===== config.mk =====
export PLATFORM = sky130hd
export DESIGN_NAME = pwm_pulse_decoder
export DESIGN_NICKNAME = d
export VERILOG_FILES = /design/src/rtl/pwm_pulse_decoder.sv
export SDC_FILE = /design/constraint.sdc
export NUM_CORES = 1
export LEC_CHECK = 0
export CORE_ASPECT_RATIO = 0.75
export CORE_MARGIN = 5
export CORE_UTILIZATION = 53
export DETAILED_ROUTE_END_ITERATION = 7
export MAX_ROUTING_LAYER = met4
export PLACE_DENSITY = 0.75
export SLEW_MARGIN = 10
export SYNTH_ARGS = -nofsm -noshare
export SYNTH_HDL_FRONTEND = slang
export SYNTH_SLANG_ARGS = --single-unit

===== constraint.sdc =====
create_clock -name clk -period 4.4 [get_ports clk]
set_input_delay 1.1 -clock clk [delete_from_list [all_inputs] [get_ports clk]]
set_output_delay 1.1 -clock clk [all_outputs]
set_load 0.005 [all_outputs]

===== src/rtl/pwm_pulse_decoder.sv =====
// Servo-style PWM receiver: measures high time and period at 1 us resolution,
// validates each frame, classifies rotation and flags loss of signal.
module pwm_pulse_decoder #(
  parameter int unsigned CLK_FREQ_MHZ  = 100,
  parameter int unsigned MIN_PULSE_US  = 500,
  parameter int unsigned MAX_PULSE_US  = 2500,
  parameter int unsigned MIN_PERIOD_US = 5000,
  parameter int unsigned TIMEOUT_US    = 25000,
  parameter int unsigned DEADBAND_US   = 20
) (
  input  logic        clk,
  input  logic        reset,
  input  logic        enable,
  input  logic        pwm_in,
  output logic [11:0] pulse_us,
  output logic [15:0] period_us,
  output logic [1:0]  rotation,
  output logic        valid,
  output logic        frame_err,
  output logic        signal_lost
);

  localparam int unsigned PW = (CLK_FREQ_MHZ > 1) ? $clog2(CLK_FREQ_MHZ) : 1;
  localparam int unsigned IW = $clog2(TIMEOUT_US + 1);
  localparam logic [PW-1:0] PRESC_TC  = PW'(CLK_FREQ_MHZ - 1);
  localparam logic [IW-1:0] TIMEOUT   = IW'(TIMEOUT_US);
  localparam logic [11:0]   MIN_PULSE = 12'(MIN_PULSE_US);
  localparam logic [11:0]   MAX_PULSE = 12'(MAX_PULSE_US);
  localparam logic [15:0]   MIN_PER   = 16'(MIN_PERIOD_US);
  localparam logic [11:0]   FWD_TH    = 12'(1500 + DEADBAND_US);
  localparam logic [11:0]   REV_TH    = 12'(1500 - DEADBAND_US);

  typedef enum logic [1:0] {IDLE, HIGH, LOW} state_t;

  state_t        state, state_n;
  logic [2:0]    sync;
  logic [PW-1:0] presc, presc_n;
  logic [11:0]   hi_cnt, hi_n, hi_end, hi_lat, hi_lat_n, pulse_n;
  logic [15:0]   per_cnt, per_n, per_end, period_n;
  logic [IW-1:0] idle_cnt, idle_n;
  logic [1:0]    rot_n;
  logic          valid_n, err_n, lost_n;
  logic          rise, fall, any_edge, tick, timeout, accept;

  always_ff @(posedge clk or posedge reset) begin
    if (reset) sync <= '0;
    else       sync <= {sync[1:0], pwm_in};
  end

  assign rise     = sync[1] & ~sync[2];
  assign fall     = ~sync[1] & sync[2];
  assign any_edge = rise | fall;
  assign tick     = (presc == PRESC_TC);
  assign timeout  = (idle_cnt >= TIMEOUT) && !any_edge;

  // Include the tick of the closing cycle so captured values are exact.
  assign hi_end  = (tick && hi_cnt  != '1) ? hi_cnt  + 12'd1 : hi_cnt;
  assign per_end = (tick && per_cnt != '1) ? per_cnt + 16'd1 : per_cnt;
  assign accept  = (hi_lat >= MIN_PULSE) && (hi_lat <= MAX_PULSE) && (per_end >= MIN_PER);

  always_comb begin
    state_n  = state;
    presc_n  = tick ? '0 : presc + 1'b1;
    hi_n     = hi_cnt;
    per_n    = per_cnt;
    idle_n   = any_edge ? '0 : ((tick && idle_cnt != '1) ? idle_cnt + 1'b1 : idle_cnt);
    hi_lat_n = hi_lat;
    pulse_n  = pulse_us;
    period_n = period_us;
    rot_n    = rotation;
    valid_n  = 1'b0;
    err_n    = 1'b0;
    lost_n   = any_edge ? 1'b0 : signal_lost;
    if (rise) presc_n = '0;

    case (state)
      IDLE: begin
        hi_n  = '0;
        per_n = '0;
        if (rise) state_n = HIGH;
      end
      HIGH: begin
        hi_n  = hi_end;
        per_n = per_end;
        if (fall) begin
          state_n  = LOW;
          hi_lat_n = hi_end;
        end
      end
      LOW: begin
        per_n = per_end;
        if (rise) begin
          state_n = HIGH;
          hi_n    = '0;
          per_n   = '0;
          if (accept) begin
            pulse_n  = hi_lat;
            period_n = per_end;
            rot_n    = (hi_lat > FWD_TH) ? 2'b01 : ((hi_lat < REV_TH) ? 2'b10 : 2'b00);
            valid_n  = 1'b1;
          end else begin
            err_n = 1'b1;
          end
        end
      end
      default: state_n = IDLE;
    endcase

    if (timeout) begin
      state_n = IDLE;
      lost_n  = 1'b1;
      rot_n   = 2'b00;
    end

    // Disabled: park in IDLE with counters cleared; reported values hold.
    if (!enable) begin
      state_n  = IDLE;
      presc_n  = '0;
      hi_n     = '0;
      per_n    = '0;
      idle_n   = '0;
      hi_lat_n = hi_lat;
      pulse_n  = pulse_us;
      period_n = period_us;
      rot_n    = rotation;
      valid_n  = 1'b0;
      err_n    = 1'b0;
      lost_n   = signal_lost;
    end
  end

  always_ff @(posedge clk or posedge reset) begin
    if (reset) begin
      state       <= IDLE;
      presc       <= '0;
      hi_cnt      <= '0;
      per_cnt     <= '0;
      idle_cnt    <= '0;
      hi_lat      <= '0;
      pulse_us    <= '0;
      period_us   <= '0;
      rotation    <= '0;
      valid       <= 1'b0;
      frame_err   <= 1'b0;
      signal_lost <= 1'b0;
    end else begin
      state       <= state_n;
      presc       <= presc_n;
      hi_cnt      <= hi_n;
      per_cnt     <= per_n;
      idle_cnt    <= idle_n;
      hi_lat      <= hi_lat_n;
      pulse_us    <= pulse_n;
      period_us   <= period_n;
      rotation    <= rot_n;
      valid       <= valid_n;
      frame_err   <= err_n;
      signal_lost <= lost_n;
    end
  end

endmodule


# Word level (Yosys, flattened, before mapping)
# Index checks and enable logic that the tools add are counted.
# op_classes
n_addsub	4
n_lt_le_gt_ge	6
eq_ne	11
muxes	35
n_bitwise	5
n_mul	0
n_div	0
reduce_logical	19
shifts	0
# op_table
cell	n
$mux W16	3
$pmux W16 S3	1
$mux W15	3
$mux W12	3
$pmux W12 S3	1
$mux W7	3
$mux W2	10
$add A16 B1 Y16 const B	1
$ge A16 B13 Y1 const B	1
$ne A16 B16 Y1 const B	1
$add A15 B1 Y15 const B	1
$ge A15 B15 Y1 const B	1
$ne A15 B15 Y1 const B	1
$add A12 B1 Y12 const B	1
$ge A12 B9 Y1 const B	1
$gt A12 B11 Y1 const B	1
$le A12 B12 Y1 const B	1
$lt A12 B11 Y1 const B	1
$ne A12 B12 Y1 const B	1
$mux W1	10
$reduce_and A4 Y1	2
$reduce_bool A2 Y1	4
$add A7 B1 Y7 const B	1
$eq A7 B7 Y1 const B	1
other kinds (17)	26
# totals
register_bits	100
input_bits	4
output_inout_bits	33
rom_bits	0
mem_bits_rw	0
latchBits	0
n_memories	0

# Depth between registers and ports, before layout
# logic_depth
ltp_word	9
mapped_depth	10
ltp_nobuf	8

# Least setup slack after synthesis
# Ideal clock, no wire load.
# synth_timing
kind	register to register
startpoint	reg per_cnt[0]
endpoint	reg period_us[0]
synth_period_minus_slack_ps	2920
setup_ps	125
setup_slack_ps	1480
arrival_ps	2795
required_time_ps	4275
stages_incl_launch_ff	10
cell_sequence	dfrtp_1 > ha_1 > nand4_2 > or4_1 > nand3_1 > nor3b_1 > a2111oi_4 > a211oi_4 > buf_6 > mux2_4
# synth_via
elab_chain_len	6
# synth_lines
item	line	rtl
start, declared	39	logic [15:0] per_cnt, per_n, per_end, period_n;
start signal, assigned	150	per_cnt <= per_n;
parallel branches: the longest is 2 deep, another holds $add A16 B1 Y16	--	
$mux W16 *	58	assign per_end = (tick && per_cnt != '1) ? per_cnt + 16'd1 : per_cnt;
$ge A16 B13 Y1	59	assign accept = (hi_lat >= MIN_PULSE) && (hi_lat <= MAX_PULSE) && (per_end >= MIN_PER);
$logic_and A1 B1 Y1	59	
$reduce_and A4 Y1 (no line)	--	
end signal, assigned	154	period_us <= period_n;
end, declared	16	output logic [15:0] period_us,
# Every way passes the cells marked *.
# A chain may end at the register's enable or synchronous reset.

# Final worst setup path
# layout_timing
startpoint	reg per_cnt[0]
endpoint	reg period_us[3]
# Same word-level chain as after synthesis.

==> flow_metrics.tcl <==
set metrics [dict create \
    worstMarginPinSlew_ns 1.033 \
    mappedNetlistArea_sq_um 5390 \
    cts_setup_buffers 0 \
    worst-setup-path-type "reg -> reg" \
    main_flop_type_after_synthesis "dfrtp_1" \
    cts_tree "built" \
    maxClockFrequency_mhz 281.0 \
    post_layout_nonfiller_instances 705 \
    synthCells 541 \
    cp_slowest_stage_delay_ns 0.57 \
    grt_antenna_before_repair 0 \
    power-per-cell-area_nw_per_um2 284.4 \
    grt_first_pass_wirelength_um 19310 \
    synth_top_cell_area_share_pct 46.43 \
    start_util_pct 54.93 \
    clk_pin_slew_ns 0.07 \
    buffer_ports.inserted 36 \
    maxSlewViolCount 0 \
    routabilityCongestion 0.8913 \
    wl_per_cell_um 15.78 \
    mappedNetlistNets 556 \
    finClkSkew_ns 0.008061 \
    setup-violations-final 0 \
    route.vias.total 4058 \
    ys_warn_count 0 \
    number_of_clock_buffers_inserted_by_tritoncts 9 \
    cts_max_path_buffers 2 \
    globalRouteMet3Util_pct 4.341 \
    timing.max_cap.violations 0 \
    post-route-period-util_pct 80.88 \
    finalHoldViolCount 0 \
    worstReg2RegStart "per_cnt[0]" \
    first_global_vias 3933 \
    n_fill_cell 769 \
    chipHeight_um 97.34 \
    post_route_cells_drive_above_1_share_pct 10.99 \
    drt_first_iter_violations 419 \
    cp_slowest_cell "nor4_4" \
    detail_route.vias_per_cell 5.756 \
    place_hpwl_um 8007 \
    final_period_minus_worst_setup_slack_ns 3.559 \
    wl_final_um 11130 \
    final_util_pct 62.51 \
    ctsRootBufferMaster "clkbuf_16" \
    grt_max_degree 55 \
    drc 0 \
    floorplan.core_area_sq_um 9813 \
    vdd_drop_max_v 0.0002601 \
    gr-total-overflow 0 \
    number_of_cell_instances_on_the_worst_register_to_register_path 9 \
    library_cell_with_the_highest_instance_count_after_synthesis "dfrtp_1" \
    fp.dieW_um 126.5 \
    netlist_top_cells_area "dfrtp_1 46%, mux2_4 6.7%, o21ai_0 4.8%, nand2_1 4.1%, nor2_1 3.7%" \
    timing.critical_path.buf_inv 1 \
    hold_end "sync[1]" \
    met2_usage_pct 26.67 \
    max-slew-margin-rel_pct 30.24 \
    clock_insertion_delay_worst_skew_ns 0.35 \
    endpoint_kind "flop" \
    synth_async_sr_flop_share_pct 100.0 \
    tritoncts_num_sinks 100 \
    pin_count 37 \
    cts-htree-levels 3 \
    yosysSeqAreaShare_pct 46.43 \
    leakagePower_nw 2.622 \
    synth-edff-count 0 \
    detailed_place.area_sq_um 5851 \
    netlist_top_cells_count "100 x dfrtp_1, 59 x nand2_1, 53 x nor2_1" \
    syn-mean-instance-area_sq_um 9.963 \
    antenna_left 0 \
    whs_path_depth 0 \
    final_cell_area_sq_um 6135 \
    drt_pass_1_iters 5 \
    final_net_count 583 \
    global_route.usage.total_pct 19.40 \
    synth_cell_types 59 \
    grt_setup_unrepaired "no" \
    ys_ff_latch 100 \
    timing.critical_path.cells "ha_1, nand4_2, nor4_4, nor2_1, a221oi_2, nand4_1, a211oi_4, buf_12, mux2_1" \
    cp_top_family "simple AND/OR/NAND/NOR gates" \
    critical_path_peak_fanout 26 \
    timing.critical_path.required_ns 4.63 \
    met1_track_usage_gr_pct 28.96 \
    grt_most_used_layer "met1" \
    cp_data_arrival_time_ns 3.78 \
    worstReg2RegEnd "period_us[3]" \
    run_status "complete, no violations" \
    dpl.cell_count 689 \
    layout-area-overhead-vs-synth_pct 13.81 \
    timing.hold.worst.class "reg -> reg" \
    hold_buffers 0 \
    final.setup.tns_ns 0 \
    cts_resized 0 \
    regToRegSetupSlack_ns 0.84 \
    num_rows 31 \
    synthDominantAreaCellType "dfrtp_1" \
    n_antenna_cell 0 \
    hold_path.startpoint "sync[0]" \
    design.die.area_sq_um 12310 \
    start_kind "flop" \
]
## worst max-delay path by stage
| stage | start | end | slack, ns | cells after the start |
|---|---|---|---|---|
| 4_1_cts | per_cnt[0] | period_us[3] | 0.88 | 9 |
| 3_3_place_gp | per_cnt[0] | period_us[3] | 1.03 | 9 |
| 3_5_place_dp | per_cnt[0] | period_us[3] | 0.92 | 9 |
| 2_1_floorplan | reset | frame_err | 0.68 | 1 |
| 5_1_grt | per_cnt[0] | period_us[3] | 0.65 | 9 |
| 6_report | per_cnt[0] | period_us[3] | 0.84 | 9 |
## worst reg2reg max path, stage by stage, from the launching register on
cell	delay [ns]
dfrtp_1	0.41
ha_1	0.27
nand4_2	0.28
nor4_4	0.57
nor2_1	0.21
a221oi_2	0.28
nand4_1	0.21
a211oi_4	0.57
buf_12	0.29
mux2_1	0.35
## per-stage QoR
stage | hold slack, ns | worst slack, ns | total power [mW]
floorplan | 0.3312 | 0.6812 | 0.9929
global placement | 0.3343 | 1.031 | 1.011
detailed placement | 0.3347 | 0.9234 | 1.014
CTS | 0.3504 | 0.8785 | 1.765
global route | 0.3691 | 0.6517 | 1.817
finish | 0.3488 | 0.8412 | 1.745
## layout make-up
type	instances	area, sq um	area share [%]
Multi-Input combinational cell	396	2691	43.87
Sequential cell	100	2502	40.79
Timing Repair Buffer	42	417.9	6.812
Clock buffer	9	225.2	3.671
Tap cell	132	165.2	2.692
Inverter	19	73.82	1.203
Clock inverter	7	58.81	0.9586
## state kept, by name, summed over array words and instances, names as in the netlist
signal	cells
frame_err	1
hi_cnt	12
hi_lat	12
idle_cnt	15
per_cnt	16
period_us	16
presc	7
pulse_us	12
rotation	2
signal_lost	1
state	2
sync	3
valid	1
## power breakdown
part / internal, mW / switching (mW) / leakage [nW]
clock: 0.392 / 0.357 / 0.138
sequential: 0.923 / 0.00316 / 1.37
combinational: 0.0185 / 0.0507 / 1.11
total: 1.33 / 0.411 / 2.62
## placed cells by master (no fill, tap or decap), types with 5 or more instances in the layout
cell and count:
ha_1 11, and3_1 8, clkbuf_16 9, xor2_1 18, buf_4 5, nand3_1 19
inv_1 18, clkdlybuf4s50_1 36, a21oi_1 19, xnor2_1 19, mux2i_1 9, o31ai_1 13
or3_1 9, nand4_1 14, nand2_1 59, nor2_1 53, o21ai_0 52, mux2_4 24
dfrtp_1 100
## metal layers
metal / routed length, um / part of all wire (%)
met1: 5518 / 50
met2: 4847 / 44
met3: 644 / 5.8
met4: 119 / 1.1
met5: 0 / 0
## cells by family (layout without fill, tap and decap cells)
group	after synthesis	in the layout	synth area share [%]
buffers and inverters	45	77	3.760
adders and majority gates	11	11	2.553
DFF	100	100	46.43
AOI/OAI and AO/OA	116	116	13.93
xor gates and xnor gates	37	37	6.012
and+or+nand+nor	197	197	18.55
muxes	35	35	8.774
Power figures use the tool's default switching activity.
